`config.mk`:
```
export PLATFORM = sky130hd
export DESIGN_NAME = carry_serial_adder
export DESIGN_NICKNAME = d
export VERILOG_FILES = /design/src/rtl/carry_chain_pkg.sv /design/src/rtl/carry_slice.sv /design/src/rtl/carry_serial_adder.sv
export SDC_FILE = /design/constraint.sdc
export NUM_CORES = 1
export LEC_CHECK = 0
export ABC_CLOCK_PERIOD_IN_PS = 1640
export CAP_MARGIN = 40
export CORE_MARGIN = 4
export CORE_UTILIZATION = 35
export CTS_CLUSTER_DIAMETER = 30
export CTS_CLUSTER_SIZE = 10
export DETAILED_ROUTE_END_ITERATION = 16
export SLEW_MARGIN = 20
export SYNTH_ARGS = -nofsm -noshare
export SYNTH_HDL_FRONTEND = slang
export SYNTH_SLANG_ARGS = --single-unit
```
`constraint.sdc`:
```
create_clock -name CLK -period 1.64 [get_ports CLK]
set_clock_uncertainty 0.15 [all_clocks]
set_input_delay 0.328 -clock CLK [delete_from_list [all_inputs] [get_ports CLK]]
set_output_delay 0.328 -clock CLK [all_outputs]
set_load 0.02 [all_outputs]
```
`src/rtl/carry_chain_pkg.sv`:
```
// Shared types and sizing helpers for the slice-serial carry-chain adder.
// One package keeps the state encoding and slice sizing in a single place.
package carry_chain_pkg;

  typedef enum logic [1:0] {
    IDLE,
    RUN,
    DONE
  } state_t;

  localparam int CARRY_SLICE = 4;

  function automatic int slice_count(
    input int width,
    input int slice
  );
    return width / slice;
  endfunction

  function automatic int cnt_width(input int n);
    return (n > 1) ? $clog2(n) : 1;
  endfunction

endpackage

```
`src/rtl/carry_slice.sv`:
```
// Combinational SLICE-bit MUXCY/XORCY carry chain.
// Also exposes the carry into the top bit so the caller can form signed overflow.
module carry_slice #(
  parameter int SLICE = 4
) (
  input  logic [SLICE-1:0] i_a,
  input  logic [SLICE-1:0] i_p,
  input  logic             i_ci,
  output logic [SLICE-1:0] o_sum,
  output logic             o_co,
  output logic             o_c_top
);

  logic w_c;

  always_comb begin
    w_c     = i_ci;
    o_sum   = '0;
    o_c_top = 1'b0;
    for (int i = 0; i < SLICE; i++) begin
      o_sum[i] = i_p[i] ^ w_c;
      if (i == SLICE - 1) o_c_top = w_c;
      w_c = i_p[i] ? w_c : i_a[i];
    end
    o_co = w_c;
  end

endmodule

```
`src/rtl/carry_serial_adder.sv`:
```
// Slice-serial add/subtract engine with a registered inter-slice carry.
// Ready/valid on both sides; one operation in flight at a time.
module carry_serial_adder
  import carry_chain_pkg::*;
#(
  parameter int WIDTH = 16,
  parameter int SLICE = CARRY_SLICE
) (
  input  logic             CLK,
  input  logic             RST_N,
  input  logic             IN_VALID,
  output logic             IN_READY,
  input  logic [WIDTH-1:0] A,
  input  logic [WIDTH-1:0] B,
  input  logic             SUB,
  input  logic             CI,
  output logic             OUT_VALID,
  input  logic             OUT_READY,
  output logic [WIDTH-1:0] S,
  output logic             CO,
  output logic             OV
);

  localparam int N  = slice_count(WIDTH, SLICE);
  localparam int CW = cnt_width(N);
  localparam logic [CW-1:0] LAST = CW'(N - 1);

  if (WIDTH < SLICE || (WIDTH % SLICE) != 0) begin : g_bad_width
    $error("WIDTH must be a positive multiple of SLICE");
  end

  state_t           r_state;
  state_t           w_next;
  logic [WIDTH-1:0] r_a;
  logic [WIDTH-1:0] r_b;
  logic [WIDTH-1:0] r_s;
  logic [CW-1:0]    r_cnt;
  logic             r_c;
  logic             r_co;
  logic             r_ov;

  logic [SLICE-1:0] w_p;
  logic [SLICE-1:0] w_sum;
  logic             w_co;
  logic             w_c_top;
  logic [WIDTH-1:0] w_s_next;
  logic             w_accept;
  logic             w_last;

  assign w_p = r_a[SLICE-1:0] ^ r_b[SLICE-1:0];

  carry_slice #(
    .SLICE(SLICE)
  ) u_slice (
    .i_a    (r_a[SLICE-1:0]),
    .i_p    (w_p),
    .i_ci   (r_c),
    .o_sum  (w_sum),
    .o_co   (w_co),
    .o_c_top(w_c_top)
  );

  // Sum slices enter at the MSB end so the final word lands aligned.
  if (N == 1) begin : g_one
    assign w_s_next = w_sum;
  end else begin : g_many
    assign w_s_next = {w_sum, r_s[WIDTH-1:SLICE]};
  end

  assign w_last   = (r_cnt == LAST);
  assign w_accept = (r_state == IDLE) && IN_VALID;

  always_ff @(posedge CLK) begin
    if (!RST_N) r_state <= IDLE;
    else        r_state <= w_next;
  end

  always_comb begin
    w_next    = r_state;
    IN_READY  = 1'b0;
    OUT_VALID = 1'b0;
    unique case (r_state)
      IDLE: begin
        IN_READY = RST_N;
        if (IN_VALID) w_next = RUN;
      end
      RUN: begin
        if (w_last) w_next = DONE;
      end
      DONE: begin
        OUT_VALID = 1'b1;
        if (OUT_READY) w_next = IDLE;
      end
      default: w_next = IDLE;
    endcase
  end

  always_ff @(posedge CLK) begin
    if (!RST_N) begin
      r_a   <= '0;
      r_b   <= '0;
      r_s   <= '0;
      r_cnt <= '0;
      r_c   <= 1'b0;
      r_co  <= 1'b0;
      r_ov  <= 1'b0;
    end else if (w_accept) begin
      r_a   <= A;
      r_b   <= B ^ {WIDTH{SUB}};
      r_c   <= CI ^ SUB;
      r_cnt <= '0;
    end else if (r_state == RUN) begin
      r_s   <= w_s_next;
      r_a   <= r_a >> SLICE;
      r_b   <= r_b >> SLICE;
      r_c   <= w_co;
      r_cnt <= r_cnt + 1'b1;
      if (w_last) begin
        r_co <= w_co;
        r_ov <= w_c_top ^ w_co;
      end
    end
  end

  assign S  = r_s;
  assign CO = r_co;
  assign OV = r_ov;

endmodule
```
### After elaboration in Yosys (flattened, before gate mapping)

Cells that the tools add are included.

| cells by class | value |
|---|---|
| reduce and logical (&&, ||, !) cells | 7 |
| add/subtract/negate cells | 1 |
| bitwise operators | 10 |
| muxes and demuxes | 16 |
| equality and inequality tests | 6 |

Operators by type and width:

| cell | count |
|---|---|
| 16-bit two-way mux | 4 |
| 16-bit XOR | 1 |
| 1-bit two-way mux | 8 |
| 2-bit two-way mux | 3 |
| 2-bit inequality test, second input constant | 3 |
| 2-bit case mux with 3 select lines | 1 |
| 3-bit AND reduction | 2 |
| 1-bit XOR | 6 |
| 2-bit == test, second input constant | 2 |
| 4-bit XOR | 1 |
| 2-bit by 1-bit adder with 2-bit output, second input constant | 1 |
| 2-bit by 1-bit == test with 1-bit output, second input constant | 1 |
| 2-bit zero test | 1 |
| 1-bit NOT | 2 |
| 2-bit AND reduction | 1 |
| 2-bit nonzero test | 1 |
| 2-bit OR reduction | 1 |
| 1-bit logical AND | 1 |

| word-level totals | value |
|---|---|
| register bits after elaboration | 55 |
| output and inout port bits | 20 |
| logic and storage cells | 48 |
| input bits | 38 |

### Depth between registers and ports, before layout

Gate-level depths: netlist (run 1).

| depth | value |
|---|---|
| depth after elaboration | 7 |
| depth in mapped cells | 5 |
| depth with buffers taken out | 4 |

### Modules after synthesis

A second synthesis (run 1) with hierarchy kept.

| unflattened totals | value |
|---|---|
| cells, all modules | 292 |
| area total of the unflattened synthesis | 2516.2 µm² |

Modules (own cells, without submodules):

| module | instances | cells each | area an instance (µm²) | sequential area each (µm²) |
|---|---|---|---|---|
| carry_serial_adder | 1 | 275 | 2389.8 | 1101.1 |
| carry_slice | 1 | 17 | 126.4 | 0.0 |

### Worst setup path after synthesis (run 1)

No wires, ideal clock.

| path | value |
|---|---|
| path type | reg2reg |
| from | register r_a[0] |
| to | register r_s[13], in the netlist S[13] |
| setup slack | 0.283 ns |
| stages on the path, launching flop included | 6 |
| buffers on the path | 1 |
| arrival time | 1.093 ns |
| clock period less this slack | 1.357 ns |
| path through | dfxtp_1 -> buf_6 -> maj3_1 -> xnor2_1 -> o21ai_1 -> and2_1 |

| between the ends | value |
|---|---|
| cells in the longest elaborated chain, start to end | 3 |

RTL lines:

| what | line | RTL |
|---|---|---|
| start, declared | carry_serial_adder.sv:34 | `logic [WIDTH-1:0] r_a;` |
| start signal, assigned | carry_serial_adder.sv:114 | `r_a <= r_a >> SLICE;` |
| 4-bit XOR | carry_serial_adder.sv:50 | `assign w_p = r_a[SLICE-1:0] ^ r_b[SLICE-1:0];` |
| 1-bit two-way mux (*) | carry_slice.sv:23 | `w_c = i_p[i] ? w_c : i_a[i];` |
| 1-bit XOR (*) | carry_slice.sv:21 | `o_sum[i] = i_p[i] ^ w_c;` |
| end signal, assigned | carry_serial_adder.sv:113 | `r_s <= w_s_next;` |
| end, declared | carry_serial_adder.sv:36 | `logic [WIDTH-1:0] r_s;` |

Mark *: on every way between the ends. The rest lies on a longest branch, timed or not.
A chain may end at the register's enable or synchronous reset.

### Worst setup path after layout (run 1)

| path | value |
|---|---|
| from | input RST_N |
| to | output IN_READY |

| between the ends | value |
|---|---|
| cells in the longest elaborated chain, start to end | 1 |

RTL lines:

| what | line | RTL |
|---|---|---|
| start, declared | carry_serial_adder.sv:10 | `input logic RST_N,` |
| 1-bit two-way mux | carry_serial_adder.sv:82 | `unique case (r_state)` |
| end, declared | carry_serial_adder.sv:12 | `output logic IN_READY,` |

Every way passes these cells.

==> summary.txt, run 1 <==
Clock tree
  – CTS tree: done
  – Hold_buf cts: 0
  – CTS H-tree depth: 2
  – Total CTS buffers: 5
  – Post-CTS Setup Bufs: 0
  – Clk sinks: 55
  – CTS clk-pin slew, worst paths: 100 ps
  – Clk root buf: clkbuf_8
  – Max clock buf depth: 2
  – Worst skew pair latency: around 310 ps

Global routing
  – Initial antenna violation count: 0
  – Global-route wire length before repair: ~9900 µm
  – Tot GR Track Use: roughly 14%
  – Largest net degree at the start of global routing: 56
  – Number of global-route vias before repair: 2148
  – Gr ovfl total: 0

Synthesis
  – Seq/Total Area, Yosys: a little over two fifths
  – Mapped Nets: 349
  – Top post-synthesis cells by area: dfxtp_1 (42%), a21boi_1 (13%), nand2_1 (10%)
  – Gate count of the mapped netlist: just over 300
  – Post-synthesis average cell area: about 8.5 µm²
  – Synth warn: 0
  – Largest area contributor in the netlist: dfxtp_1
  – Seq cells post-synth: 55
  – Synth unique cells: 37
  – Proportion of netlist area held by the largest area contributor: around two fifths
  – Synthesized area: 2640 µm²

Setup path
  – Buf+Inv Stages, Crit Path: 2
  – Worst R2R Start: r_state[1]
  – Crit path max fanout: 2
  – Delay-heaviest family, CP: buffers and inverters
  – Worst path slowest cell: clkdlybuf4s50_1
  – CP max stage delay: between 500 and 600 ps
  – Worst flop-to-flop path endpoint: OV
  – Worst endpoint required time: between 1000 and 1500 ps
  – Reg2reg path depth: 5
  – Worst path depth: 3
  – Crit path launch type: input port
  – Worst setup path endpoint: IN_READY
  – Critical path launch point: RST_N
  – Worst R2R Setup Slack: roughly 120 ps
  – Worst path cell trace: clkdlybuf4s50_1 > and2_1 > buf_2
  – Crit Path Class: in -> out
  – CP endpoint kind: output pin
  – CP arrival: roughly 1200 ps

Final layout
  – Fin area: 3450 µm²
  – Fraction of layout cells with a size suffix above 1: under 10%
  – Number of diodes: 0
  – Fin nets: 398
  – Area Overhead vs Synth: 30.8%

Drt
  – Final wirelength: ~5900 µm
  – Final ANT Viol Nets: 0
  – WL/cell: around 13 µm
  – Drt pass-1 iters: 4
  – DRC violations left: 0
  – Vias per Instance: 4.88
  – Initial drt markers: approximately 110
  – Total number of vias: about 2200

Pwr
  – Peak VDD IR: between 300 and 400 µV
  – Pwr dens: 882 nW/µm²
  – Leak: 1.34 nW

Placement
  – Setup Slack @ Placement: -437 ps
  – Placed instance area: around 3300 µm²
  – PortBufs: between 50 and 60
  – GPL Wtd Cong: roughly 0.75
  – Dpl hpwl: about 4000 µm

STA
  – Setup violators final: 0
  – Worst hold slack: 302 ps
  – Setup tns final: 0 ps
  – Worst Tran Pin Value: around 470 ps
  – Setup WS post-layout: about 16 ps
  – Period minus WS final: around 1600 ps
  – Max Slew Vio Count: 0
  – Period utilization: around 100%
  – RSZ-0062 raised after global routing: true
  – Final number of hold-violating endpoints: 0
  – Rel. slew slack: 69.0%
  – Achievable frequency: 616 MHz

Worst hold path
  – Hold WC Path Type: reg -> reg
  – Hold Crit Depth: 2
  – Hold Path Origin: S[0]

Floorplanning
  – Die area: 9000 µm²
  – Num rows: 31
  – Starting Density: about 36%
  – Top Ports: between 50 and 60
  – Core Box Area: approximately 7300 µm²
  – Die width: ~95 µm
  – Die Span Y: 94.9 µm

Job
  – Max-Cap Viols: 0

Outcome
  – Status: complete, no violations
-- where the power goes --
part	internal (mW)	total, mW	leakage, nW	switching [mW]
clock	0.609	1.06	0.0644	0.451
sequential	1.41	1.47	0.449	0.0646
combinational	0.263	0.514	0.822	0.251
-- how the worst min path moves through the flow --
stage	endpoint	slack (ps)
floorplan	r_a[10]	290
global placement	S[2]	290
detailed placement	S[0]	290
CTS	S[0]	310
global route	r_a[9]	330
finish	S[0]	300
-- final cells by class --
cell class	instances	area (µm²)
Clock inverter	3	67.6
Tap cell	99	124
Sequential cell	55	1100
Multi-Input combinational cell	227	1420
Timing Repair Buffer	70	677
Fill cell	764	3840
Clock buffer	5	68.8
-- sequential cells by signal, indices dropped and copies added, names as in the netlist --
name	cells
r_cnt	2
r_a	16
r_b	16
r_c	1
S	16
OV	1
r_state	2
CO	1
-- worst register-to-register path, cell delays in order, from the launching register on --
cell	delay (ps)
dfxtp_1	340
buf_4	160
nor2b_4	280
and2_1	260
o21ai_0	110
a31oi_1	160
-- metal layers --
metal | global-route usage, % | up-vias | wire (µm) | share of wire, %
li1 | - | 1159 | - | -
met1 | 17.5 | 1016 | 2760 | 47
met2 | 23.0 | 57 | 2700 | 46
met3 | 3.90 | 6 | 372 | 6.3
met4 | 4.09 | 0 | 41 | 0.70
met5 | 0 | - | 0 | 0
-- repair_timing --
action | CTS | global route
resized for setup | 26 | 2
gates cloned | 0 | 0
setup endpoints to repair | 20 | 4
-- metrics by stage --
stage                     power (mW)  cells  util (%)
after floorplan                 1.81    310         -
after global placement          2.02    451      45.8
after detailed placement        2.03    451      45.8
after CTS                       3.08    459      47.2
after global routing            3.20    459      47.4
final                           3.04    459      47.4
-- cell families (layout without fill, tap and decap cells) --
logic type                 count (synthesis)  in the layout  share of synthesized area, %
and+or+nand+nor                          101            101                          15.9
AOI/OAI and AO/OA                        100            100                          28.2
DFF                                       55             55                          41.7
buffers and inverters                     28             78                          5.45
xor gates and xnor gates                  24             24                          7.96
adders and majority gates                  2              2                         0.853
-- Yosys cell counts --
library cell / number
a211o_1: 1
a211oi_1: 2
a211oi_2: 1
a21boi_0: 2
a21boi_1: 44
a21o_1: 1
a21oi_1: 3
a21oi_2: 1
a22o_1: 1
a22oi_1: 24
a311o_1: 1
a31oi_1: 3
and2_1: 3
buf_2: 11
buf_4: 4
buf_6: 1
clkbuf_1: 10
clkbuf_2: 2
dfxtp_1: 55
ha_1: 1
maj3_1: 1
nand2_1: 71
nand2b_1: 1
nand3_1: 11
nor2_1: 11
nor2b_1: 3
nor3b_2: 1
o211ai_1: 1
o21a_1: 2
o21ai_0: 4
o21ai_1: 4
o21ai_2: 1
o21bai_2: 1
o221ai_1: 2
o22ai_2: 1
xnor2_1: 6
xor2_1: 18
-- layout by cell type (no fill, tap or decap), drive strengths merged, types with 4 or more instances in the layout --
| master | instances |
|---|---|
| nand3 | 11 |
| buf | 15 |
| a21boi | 46 |
| clkdlybuf4s50 | 37 |
| a21oi | 4 |
| clkbuf | 5 |
| xnor2 | 6 |
| nand2 | 71 |
| a22oi | 24 |
| xor2 | 18 |
| o21ai | 9 |
| dlygate4sd2 | 18 |
| dfxtp | 55 |
| nor2 | 11 |
Power figures use the tool's default switching activity.
==> inputs of run 2 (changes only) <==
--- a/config.mk
+++ b/config.mk
@@ -12,7 +12,7 @@
 export CTS_CLUSTER_DIAMETER = 30
 export CTS_CLUSTER_SIZE = 10
 export DETAILED_ROUTE_END_ITERATION = 16
-export SLEW_MARGIN = 20
+export DONT_BUFFER_PORTS = 1
 export SYNTH_ARGS = -nofsm -noshare
 export SYNTH_HDL_FRONTEND = slang
 export SYNTH_SLANG_ARGS = --single-unit
==> run 2 against run 1 <==
- final cell count shrank 12%
- register-to-register slack barely moved
- sequential power about the same
- setup slack better by 88 ps
- final area is 16% lower
- sequential cell count is the same
- wire length fell by 0.94%
- clock power fell by 16%
- highest routed layer unchanged
==> summary.txt, run 2 (synthesized netlist as in run 1, its figures left out) <==
Outcome
  – Status: complete, no violations

Clock tree
  – Max clock buf depth: 2 (unchanged)
  – Total CTS buffers: 5 (unchanged)
  – CTS H-tree depth: 2 (unchanged)
  – Clk sinks: 55 (unchanged)
  – CTS tree: done
  – Post-CTS Setup Bufs: 0 (unchanged)
  – CTS clk-pin slew, worst paths: 100 ps (about the same)
  – Clk root buf: clkbuf_8
  – Worst skew pair latency: 300 ps (about the same)

Floorplanning
  – Num rows: 31 (unchanged)
  – Top Ports: 58 (unchanged)
  – Starting Density: 36.2% (unchanged)
  – Die area: 9000 µm² (unchanged)
  – Die width: 94.9 µm (unchanged)
  – Die Span Y: 94.9 µm (unchanged)
  – Core Box Area: 7290 µm² (unchanged)

STA
  – Period utilization: 93.7% (-5.3 points)
  – Final number of hold-violating endpoints: 0 (unchanged)
  – Period minus WS final: 1540 ps (-87.6 ps)
  – RSZ-0062 raised after global routing: false
  – Setup tns final: 0 ps (unchanged)
  – Setup violators final: 0 (unchanged)
  – Max Slew Vio Count: 0 (unchanged)
  – Worst Tran Pin Value: 357 ps (-109 ps)
  – Achievable frequency: 651 MHz (+5.7%)
  – Rel. slew slack: 76.1% (+7.2 points)

Global routing
  – Number of global-route vias before repair: 1994 (-7.2%)
  – Largest net degree at the start of global routing: 53 (-5.4%)
  – Global-route wire length before repair: 9630 µm (-2.6%)
  – Gr ovfl total: 0 (unchanged)
  – Tot GR Track Use: 13.4% (-0.42 points)
  – Initial antenna violation count: 0 (unchanged)

Drt
  – Total number of vias: 2090 (-6.6%)
  – Final ANT Viol Nets: 0 (unchanged)
  – DRC violations left: 0 (unchanged)
  – Vias per Instance: 5.20 (+6.6%)
  – WL/cell: 14.5 µm (+13%)
  – Initial drt markers: 139 (+25%)
  – Final wirelength: 5820 µm (-0.94%)
  – Drt pass-1 iters: 4 (unchanged)

Setup path
  – Worst path cell trace: nor2_1 > and2_4
  – CP max stage delay: 390 ps (-130 ps)
  – Buf+Inv Stages, Crit Path: 0 (-2)
  – Worst path slowest cell: dfxtp_4
  – Crit path max fanout: 6 (+4)
  – Delay-heaviest family, CP: flip-flops
  – Crit Path Class: reg -> out
  – CP endpoint kind: output pin
  – CP arrival: 1060 ps (-90 ps)
  – Crit path launch type: flip-flop
  – Worst endpoint required time: 1160 ps (about the same)

Final layout
  – Most common cell after layout, fill and taps aside: nand2_1
  – Number of fill cells: 772 (+1.0%)
  – Number of diodes: 0 (unchanged)
  – Fin nets: 341 (-14%)
  – Final cell count without fillers: 402 (-12%)
  – Fraction of layout cells with a size suffix above 1: 8.91% (+0.30 points)
  – Most frequent cells in the layout: nand2_1 (71), dfxtp_1 (52), a21boi_1 (44)
  – Area of the multi-input gates: 1410 µm² (-0.27%)
  – Area Overhead vs Synth: 9.34%
  – Seq. cell area: 1110 µm² (+0.57%)

Worst hold path
  – Hold WC Path Type: in -> reg

Job
  – Max-Cap Viols: 0 (unchanged)

Placement
  – Dpl hpwl: 3980 µm (-2.1%)
  – GPL Wtd Cong: 0.839 (+12%)
  – PortBufs: 0 (-100%)
  – Placed insts: 390 (-14%)

Pwr
  – Pwr dens: 951 nW/µm² (+7.9%)
  – Leak: 1.02 nW (-24%)
  – Peak VDD IR: 583 µV (+75%)
run 2: cell types whose count changed in the layout (fill, tap and decap cells not counted), sizes merged:
cell	previous run	this run
buf	15	9
bufinv	2	1
clkbuf	5	6
clkdlybuf4s50	37	0
clkinvlp	1	0
dlygate4sd2	18	0
dlygate4sd3	0	4
inv	0	1
run 2: worst reg2reg max path, delay by kind of cell (launching register included):
family | cells | cell delay [ps]
DFF | 1 | 400
xor gates and xnor gates | 1 | 240
and+or+nand+nor | 1 | 150
adders and majority gates | 1 | 400
AOI/OAI and AO/OA | 1 | 80
run 2: worst paths after layout:
path	startpoint	end	slack (ps)	cells past startpoint
min reg2reg	r_cnt[1]	r_cnt[1]	310	2
max	r_state[1]	IN_READY	100	2
min	A[15]	r_a[15]	8	2
max reg2reg	r_b[0]	S[13]	130	4
run 2: repair_timing:
action | 4_1_cts | 5_1_grt
hold endpoints to repair | 7 | 0
gates cloned | 0 | 0
resized for setup | 2 | 4
hold buffers | 4 | 0
endpoints found under the setup margin | 2 | 3
run 2: final cells by class:
class,count,share of cell area [%]
repair buffers,13,4.59
clock buffers,6,2.51
clock inverters,2,1.34
multi-input cells,227,48.9
flip-flops and latches,55,38.4
well taps,99,4.29
run 2: routing by layer:
metal	part of all wire, %	vias to the layer above	GRT usage, %
li1	-	1048	-
met1	46	970	17.7
met2	45	68	20.9
met3	8.5	4	4.62
met4	1.1	0	3.73
met5	0	-	0
run 2: where the power goes:
group          switching (mW)  internal (mW)
sequential             0.0814           1.41
clock                   0.430          0.462
combinational           0.194          0.174
run 2: through the flow:
| step | total power, mW | hold slack (ps) | utilization (%) | worst slack [ps] | area, µm² |
|---|---|---|---|---|---|
| 2_1_floorplan | 1.81 | 285 | - | 283 | 2640 |
| 3_3_place_gp | 1.87 | 292 | 37.4 | 182 | 2730 |
| 3_5_place_dp | 1.88 | 297 | 37.4 | 151 | 2730 |
| 4_1_cts | 2.78 | 1.87 | 39.5 | 6.02 | 2880 |
| 5_1_grt | 2.90 | 0.00625 | 39.6 | 13.2 | 2890 |
| 6_report | 2.75 | 8.06 | 39.6 | 104 | 2890 |
==> inputs of run 3 (changes only) <==
--- a/config.mk
+++ b/config.mk
@@ -5,7 +5,7 @@
 export SDC_FILE = /design/constraint.sdc
 export NUM_CORES = 1
 export LEC_CHECK = 0
-export ABC_CLOCK_PERIOD_IN_PS = 1640
+export ABC_CLOCK_PERIOD_IN_PS = 1700
 export CAP_MARGIN = 40
 export CORE_MARGIN = 4
 export CORE_UTILIZATION = 35
==> constraint.sdc (replaced) <==
create_clock -name CLK -period 1.7 [get_ports CLK]
set_clock_uncertainty 0.15 [all_clocks]
set_input_delay 0.34 -clock CLK [delete_from_list [all_inputs] [get_ports CLK]]
set_output_delay 0.34 -clock CLK [all_outputs]
set_load 0.02 [all_outputs]
==> run 3 against run 2 <==
- global-route usage shrank 0.052 points
- sequential cell count unchanged
- worst hold slack better by 8.5 ps
- critical path depth is the same
- non-clock buffer count is 5 lower
- die area did not move
- combinational power decreased by 6.0%
- core utilization shrank 0.67 points
- count of clock-buffer cells in the layout decreased by 1
- highest routed layer unchanged
- clock power fell by 5.7%
- largest cell class unchanged
- register-to-register slack better by 70 ps
==> summary.txt, run 3 (synthesized netlist as in run 1, its figures left out) <==
Outcome
  – Status: complete, no violations

Clock tree
  – Clk sinks: 55 (unchanged)
  – Max clock buf depth: 2 (unchanged)
  – Gates resized, CTS repair: 0 (-2)
  – CTS tree: done
  – CTS H-tree depth: 2 (unchanged)
  – Post-CTS Setup Bufs: 0 (unchanged)
  – Hold_buf cts: 0 (-4)
  – Clk root buf: clkbuf_8
  – Worst skew pair latency: 300 ps (about the same)
  – CTS clk-pin slew, worst paths: 90 ps (about the same)
  – Total CTS buffers: 5 (unchanged)

Drt
  – WL/cell: 14.5 µm (+0.54%)
  – Initial drt markers: 101 (-27%)
  – Drt pass-1 iters: 4 (unchanged)
  – DRC violations left: 0 (unchanged)
  – Final ANT Viol Nets: 0 (unchanged)
  – Vias per Instance: 5.11 (-1.6%)
  – Final wirelength: 5760 µm (-0.96%)
  – Total number of vias: 2025 (-3.1%)

Pwr
  – Peak VDD IR: 507 µV (-13%)
  – Leak: 0.993 nW (-2.6%)
  – Power Total: 2.62 mW (-4.6%)
  – Pwr dens: 924 nW/µm² (-2.9%)

Setup path
  – Worst R2R Start: r_state[0]
  – CP endpoint kind: output pin
  – Worst endpoint required time: 1210 ps (+50 ps)
  – Worst path slowest cell: dfxtp_1
  – CP max stage delay: 500 ps (+110 ps)
  – Crit path max fanout: 6 (unchanged)
  – Crit Path Class: reg -> out
  – Worst path cell trace: nor2_1 > and2_1
  – Critical path launch point: r_state[1]
  – Delay-heaviest family, CP: flip-flops
  – Crit path launch type: flip-flop
  – CP arrival: 1160 ps (+100 ps)
  – Buf+Inv Stages, Crit Path: 0 (unchanged)

Final layout
  – Final Util: 38.9% (-0.67 points)
  – Fin nets: 336 (-1.5%)
  – Number of diodes: 0 (unchanged)
  – Most common cell after layout, fill and taps aside: nand2_1
  – Fraction of layout cells with a size suffix above 1: 7.41% (-1.5 points)
  – Area Overhead vs Synth: 7.49%
  – Most frequent cells in the layout: nand2_1 (71), dfxtp_1 (55), a21boi_1 (44)

STA
  – RSZ-0062 raised after global routing: false
  – Achievable frequency: around 610 MHz
  – Rel. slew slack: 66.6% (-9.5 points)
  – Max Slew Vio Count: 0 (unchanged)
  – Final number of hold-violating endpoints: 0 (unchanged)
  – Setup tns final: 0 ps (unchanged)
  – Worst Tran Pin Value: 500 ps (+143 ps)
  – Period utilization: between 90 and 100%
  – Setup WS post-layout: 50.9 ps (-52.9 ps)
  – Setup violators final: 0 (unchanged)
  – Period minus WS final: ~1600 ps

Worst hold path
  – Hold WC Path Type: in -> reg
  – Hold Path Origin: RST_N

Global routing
  – Number of global-route vias before repair: 1964 (-1.5%)
  – Gr ovfl total: 0 (unchanged)
  – Initial antenna violation count: 0 (unchanged)
  – Tot GR Track Use: 13.4% (-0.052 points)
  – Global-route wire length before repair: 9600 µm (-0.36%)
  – Largest net degree at the start of global routing: 57 (+7.5%)

Placement
  – Setup Slack @ Placement: 217 ps (+65.4 ps)
  – Dpl hpwl: 4020 µm (+0.88%)
  – PortBufs: 0 (unchanged)
  – GPL Wtd Cong: 0.796 (-5.2%)

Floorplanning
  – Die width: 94.9 µm (unchanged)
  – Die Span Y: 94.9 µm (unchanged)
  – Starting Density: 36.2% (unchanged)
  – Die area: 9000 µm² (unchanged)
  – Top Ports: 58 (unchanged)
  – Num rows: 31 (unchanged)
  – Core Box Area: 7290 µm² (unchanged)

Job
  – Max-Cap Viols: 0 (unchanged)
## run 3: changes by cell type in the layout (fill, tap and decap cells not counted), sizes merged
cell         previous run  this run
dlygate4sd3             4         0
buf                     9         8
clkinvlp                0         1
inv                     1         0
clkbuf                  6         5
## run 3: layout make-up
cell class	count	area [µm²]
timing repair buffer	8	97.6
clock inverter	2	37.5
sequential	55	1100
multi-input combinational	227	1410
clock buffer	5	68.8
fill	796	4450
tap	99	124
## run 3: routing by layer
layer	global-route usage, %	up-vias	share of wire [%]
met1	18.4	926	48
li1	-	1032	-
met2	20.3	63	43
met3	4.22	4	7.8
met4	3.37	0	0.89
met5	0	-	0
## run 3: path summary, 6_finish.rpt
kind / to / slack, ps / cells past startpoint
hold reg to reg: r_b[7] / 310 / 2
setup / recovery: IN_READY / 50 / 2
setup reg to reg: r_b[0] / 200 / 4
hold / removal: r_state[1] / 20 / 1
## run 3: power by group
group	leakage, nW	switching, mW	internal [mW]
sequential	0.449	0.0779	1.36
combinational	0.493	0.183	0.162
clock	0.0502	0.410	0.431
## run 3: worst register-to-register path, stage by stage, from the launching register on
cell      delay, ps
dfxtp_1         390
o21bai_2        460
buf_12          210
nand2_1          50
a21boi_0        160
## run 3: through the flow
stage | hold slack, ps | area (µm²) | std cells
6_report | 16.6 | 2840 | 396
5_1_grt | 0.139 | 2840 | 396
4_1_cts | 5.26 | 2840 | 396
3_5_place_dp | 296 | 2730 | 389
3_3_place_gp | 292 | 2730 | 389
2_1_floorplan | 285 | 2640 | 310
